**config.mk**
```make
export PLATFORM = sky130hd
export DESIGN_NAME = mult_pipe
export DESIGN_NICKNAME = d
export VERILOG_FILES = /design/src/rtl/mult_pipe.sv
export SDC_FILE = /design/constraint.sdc
export NUM_CORES = 2
export LEC_CHECK = 0
export CAP_MARGIN = 20
export CORE_ASPECT_RATIO = 0.8
export CORE_MARGIN = 8
export CORE_UTILIZATION = 25
export DETAILED_ROUTE_END_ITERATION = 8
export DONT_BUFFER_PORTS = 1
export SETUP_SLACK_MARGIN = 0.05
export SLEW_MARGIN = 15
export SYNTH_ARGS = -nofsm -noshare
export SYNTH_HDL_FRONTEND = slang
export SYNTH_SLANG_ARGS = --single-unit
```
**constraint.sdc**
```tcl
create_clock -name clk -period 10.1 [get_ports clk]
set_input_delay 1.515 -clock clk [delete_from_list [all_inputs] [get_ports clk]]
set_output_delay 1.515 -clock clk [all_outputs]
set_load 0.05 [all_outputs]
```
**src/rtl/mult_pipe.sv**
```systemverilog
// -----------------------------------------------------------------------------
// mult_pipe
//
// Pipelined WIDTH x WIDTH multiplier. It accepts one operation per cycle and
// returns the full 2*WIDTH-bit product, in accept order, through an output
// FIFO. Each operation can be signed x signed or unsigned x unsigned.
//
// Handshake rules (both channels): a transfer happens on the rising edge where
// valid and ready are both high. The producer holds valid and data until that
// edge. ready is never derived combinationally from the partner's valid.
//
// Ports:
//   clk        clock; all state changes on the rising edge
//   rst_n      asynchronous active-low reset; discards everything in flight
//   a, b       operands, sampled on the accept edge
//   is_signed  1 = signed x signed, 0 = unsigned x unsigned, sampled with a/b
//   valid_in   input operation valid
//   ready_out  an operation can be accepted this cycle (registered state only)
//   lo, hi     product bits [WIDTH-1:0] / [2*WIDTH-1:WIDTH]; 0 when idle
//   valid_out  lo/hi hold a result (FIFO not empty)
//   ready_in   downstream takes the result
//   busy       any operation in flight or queued
// -----------------------------------------------------------------------------
module mult_pipe #(
    parameter int WIDTH   = 32,
    parameter int LATENCY = 3,
    parameter int DEPTH   = 4
) (
    input  logic             clk,
    input  logic             rst_n,
    input  logic [WIDTH-1:0] a,
    input  logic [WIDTH-1:0] b,
    input  logic             is_signed,
    input  logic             valid_in,
    output logic             ready_out,
    output logic [WIDTH-1:0] lo,
    output logic [WIDTH-1:0] hi,
    output logic             valid_out,
    input  logic             ready_in,
    output logic             busy
);

    localparam int PW = (DEPTH > 1) ? $clog2(DEPTH) : 1;
    localparam int CW = $clog2(DEPTH + 1);
    localparam int PRW = 2 * WIDTH;
    localparam logic [CW-1:0] DEPTH_C = CW'(DEPTH);

    // The credit scheme only works if the FIFO can hold every operation
    // that may be in flight. DEPTH must also be a power of two because the
    // FIFO pointers wrap naturally.
    generate
        if (WIDTH < 2 || LATENCY < 1 || LATENCY > 8 || DEPTH < LATENCY + 1 ||
            (DEPTH & (DEPTH - 1)) != 0) begin : g_bad_params
            $fatal(1, "mult_pipe: illegal WIDTH/LATENCY/DEPTH combination");
        end
    endgenerate

    // ---------------------------------------------------------------- credits
    logic [CW-1:0]  r_occ;
    logic           w_accept;
    logic           w_pop;

    // Set only from registered occupancy. A pop frees a slot starting on the
    // next cycle, so credit never passes through in the same cycle.
    assign ready_out = (r_occ < DEPTH_C);
    assign busy      = (r_occ != '0);
    assign w_accept  = valid_in && ready_out;
    assign w_pop     = valid_out && ready_in;

    always_ff @(posedge clk or negedge rst_n) begin
        if (!rst_n) begin
            r_occ <= '0;
        end else begin
            case ({w_accept, w_pop})
                2'b10:   r_occ <= r_occ + CW'(1);
                2'b01:   r_occ <= r_occ - CW'(1);
                default: r_occ <= r_occ;
            endcase
        end
    end

    // --------------------------------------------------------------- pipeline
    logic [LATENCY-1:0] r_vld;
    logic [WIDTH-1:0]   r_s1_a;
    logic [WIDTH-1:0]   r_s1_b;
    logic               r_s1_sgn;
    logic [PRW-1:0]     w_ext_a;
    logic [PRW-1:0]     w_ext_b;
    logic [PRW-1:0]     w_prod;
    logic [PRW-1:0]     w_tail_prod;

    // The valid tags advance every cycle. Nothing stalls, because the FIFO
    // always has space for anything that leaves the last stage.
    always_ff @(posedge clk or negedge rst_n) begin
        if (!rst_n) begin
            r_vld <= '0;
        end else begin
            r_vld[0] <= w_accept;
            for (int i = 1; i < LATENCY; i++) begin
                r_vld[i] <= r_vld[i-1];
            end
        end
    end

    always_ff @(posedge clk) begin
        r_s1_a   <= a;
        r_s1_b   <= b;
        r_s1_sgn <= is_signed;
    end

    // Signed mode sign-extends both operands; unsigned mode zero-extends.
    // The low 2*WIDTH bits of the product are then exact in either mode.
    assign w_ext_a = {{WIDTH{r_s1_sgn & r_s1_a[WIDTH-1]}}, r_s1_a};
    assign w_ext_b = {{WIDTH{r_s1_sgn & r_s1_b[WIDTH-1]}}, r_s1_b};
    assign w_prod  = w_ext_a * w_ext_b;

    generate
        if (LATENCY == 1) begin : g_lat1
            assign w_tail_prod = w_prod;
        end else begin : g_latn
            logic [PRW-1:0] r_prod [LATENCY-1];
            always_ff @(posedge clk) begin
                r_prod[0] <= w_prod;
                for (int i = 1; i < LATENCY - 1; i++) begin
                    r_prod[i] <= r_prod[i-1];
                end
            end
            assign w_tail_prod = r_prod[LATENCY-2];
        end
    endgenerate

    // ------------------------------------------------------------ output FIFO
    logic [PRW-1:0] r_mem [DEPTH];
    logic [PW-1:0]  r_wptr;
    logic [PW-1:0]  r_rptr;
    logic [CW-1:0]  r_cnt;
    logic           w_wr;
    logic [PRW-1:0] w_head;

    assign w_wr      = r_vld[LATENCY-1];
    assign valid_out = (r_cnt != '0);
    assign w_head    = r_mem[r_rptr];
    assign lo        = valid_out ? w_head[WIDTH-1:0]   : '0;
    assign hi        = valid_out ? w_head[PRW-1:WIDTH] : '0;

    always_ff @(posedge clk) begin
        if (w_wr) begin
            r_mem[r_wptr] <= w_tail_prod;
        end
    end

    always_ff @(posedge clk or negedge rst_n) begin
        if (!rst_n) begin
            r_wptr <= '0;
            r_rptr <= '0;
            r_cnt  <= '0;
        end else begin
            if (w_wr) begin
                r_wptr <= r_wptr + PW'(1);
            end
            if (w_pop) begin
                r_rptr <= r_rptr + PW'(1);
            end
            case ({w_wr, w_pop})
                2'b10:   r_cnt <= r_cnt + CW'(1);
                2'b01:   r_cnt <= r_cnt - CW'(1);
                default: r_cnt <= r_cnt;
            endcase
        end
    end

    // The credit scheme guarantees a free slot for every write.
    a_no_overflow : assert property (@(posedge clk) disable iff (!rst_n)
        !(w_wr && r_cnt == DEPTH_C));

endmodule

```
==> impl_metrics.toml <==
[drt]
routedWlPerCell_um = 18.3
viasPerCell = 4.31
drt_iter0_markers = 2149
wl_met1_mm = 62.2
ant_nets = 0
highest_layer = "met5"
wirelength_mm = 138
drc = 0
wl_met3_mm = 13.4
dr_total_vias = 32500
route.met2.wl_mm = 60.1
first_pass_iters = 5

[sta]
hold_viol_final = 0
fin_skew_ns = 0.0752
maxSlewHeadroom_pct = 22.0
drv_slew = 0
setup_viol = 0
clock.fmax_mhz = 115
grt_setup_unrepaired = "no"
worst_pin_slew_ns = 1.17
fin_tns_setup_ns = 0
min_period_ns = 8.73
min_period_over_period_pct = 86.4

[clock_tree]
clkLatencyLatePin_ns = 0.69
cts_buffer_depth = 3
cts_root_buf = "clkbuf_16"
cts_buffers = 58
cts_tree = "yes"
cts_setup_buffers = 0
ctsHoldBuffers = 0
cts_max_level = 2
cts.reportedPaths.clkPinSlew_ns = 0.07
cts_sinks = 462
cts_resized = 0

[yosys]
synth_area_sq_um = 52000
synthesis.instances = 4831
seq_area_frac_synth_pct = 22.8
synthDistinctLibCells = 60
synth-warning-count = 0
synth-seq-cells = 462
synth_flop_cell = "edfxtp_1"
synthArstFlopShare_pct = 2.81
synth_edf_count = 256
syn-num-nets = 6245
postSynthAreaPerCell_sq_um = 10.8

[grt]
antenna_found_initial = 41
grt_max_degree = 60
grt_first_pass_wirelength_mm = 218
globalRouteOverflowTotal = 0
grt_pass1_vias = 35800
grt_util_all_layers_pct = 12.5

[floorplan]
die_area_sq_um = 223000
die_y_um = 424
placementRows = 149
die_w_um = 526
start_util_pct = 25.2
core_sq_um = 206000
num_io_pins = 136

[critical_path]
rrSetupSlack_ns = 1.37
ff2ff_path_depth = 25
crit_family = "adder cells"
r2r_start = "r_s1_b[0]"
reg2reg_to = "g_latn.r_prod[0][60]"
critical-path-max-stage-delay_ns = 1.09
cp-end-kind = "flop"
worstPathArrival_ns = 9.31
criticalPathCategory = "reg -> reg"
path_buf_inv = 5
cp-start-kind = "flop"
crit_slowest_cell = "dfxtp_1"
worstPathRequired_ns = 10.68
crit_top_cell = "fa_1"
cp_max_fo = 33

[placed_design]
globalplace.congestion = 0.887
dpl.hpwl_mm = 111
io_buffers = 0

[min_path]
whs_endpoint = "g_latn.r_prod[0][124]"
holdPathStages = 0
min_from = "g_latn.r_prod[0][60]"
hold_path.class = "reg -> reg"

[finish]
final_cell_mix = "inv_1 (1146), fa_1 (1127), nand2_1 (713)"
areaGrowthSynthToFinish_pct = 10.1
nets = 6161
drive_gt1_share_pct = 6.05
final_common_cell = "inv_1"

[flow_run]
max_cap_violations = 0

[outcome]
outcome = "finished clean"
==> registers in the layout (all words and copies together), names as in the netlist <==
name and count:
r_rptr 2, r_s1_sgn 1, r_s1_b 32, r_cnt 3
r_s1_a 32, r_mem 256, r_vld 3, r_occ 3
g_latn.r_prod 128, r_wptr 2
==> area by class of cell <==
cell class | count | area [sq um]
flip-flops and latches | 462 | 11900
repair buffers | 87 | 691
fillers | 21100 | 149000
clock inverters | 35 | 385
clock buffers | 75 | 1590
well taps | 2718 | 3400
multi-input cells | 2992 | 34900
inverters | 1146 | 4300
diodes | 20 | 50.0
==> layer usage <==
| layer | up-vias | global-route usage [%] |
|---|---|---|
| met2 | 1120 | 19.3 |
| met4 | 12 | 1.90 |
| met1 | 17100 | 17.6 |
| met3 | 147 | 3.75 |
| li1 | 14100 | - |
| met5 | - | 0 |
==> Yosys cell counts (16+ instances only) <==
master	number	area, sq um
a21o_1	24	180
a21oi_1	71	355
and2_1	455	2850
and3_1	21	131
clkbuf_1	223	837
dfxtp_1	193	3860
edfxtp_1	256	7690
fa_1	1127	22600
ha_1	218	2730
inv_1	1146	4300
mux4_2	64	1440
nand2_1	713	2680
nor2_1	60	225
o21ai_0	20	100
o21ai_1	16	80.1
xnor2_1	61	534
xor2_1	25	219
==> worst max-delay path by stage <==
stage | from | endpoint | slack, ns | cells after the start
after floorplan | r_s1_sgn | g_latn.r_prod[0][60] | 2.43 | 28
after global placement | r_s1_b[4] | g_latn.r_prod[0][60] | 1.57 | 24
after detailed placement | r_s1_b[1] | g_latn.r_prod[0][60] | 1.49 | 24
after CTS | r_s1_b[0] | g_latn.r_prod[0][60] | 1.43 | 25
after global routing | r_s1_b[0] | g_latn.r_prod[0][60] | 1.02 | 25
final | r_s1_b[0] | g_latn.r_prod[0][60] | 1.37 | 25
==> cell families (layout without fill, tap and decap cells) <==
kind of cell             after synthesis  in the layout  synth area share (%)
buffers and inverters               1377           1343                  9.95
adder cells (fa/ha/maj)             1345           1345                  48.7
AND/OR/NAND/NOR                     1309           1309                  12.0
flip-flops                           462            462                  22.8
AO/OA/AOI/OAI                        186            186                  2.30
XOR/XNOR                              86             86                  1.45
multiplexers                          66             66                  2.81
other                                  0             20                     0
==> stage by stage <==
stage               setup WS [ns]  util, %  cell area, sq um  hold slack [ns]  std cells
CTS                          1.43     27.7             57100            0.326       7511
floorplan                    2.43        -             52000            0.310       4831
detailed placement           1.49     26.7             55200            0.312       7401
finish                       1.37     27.7             57300            0.323       7535
global placement             1.57     26.7             55200            0.312       7400
global route                 1.02     27.7             57200            0.328       7520
Power is left out: the tool's default activity adds up to more than one toggle a clock period on the data nets, which glitch-free logic cannot reach.
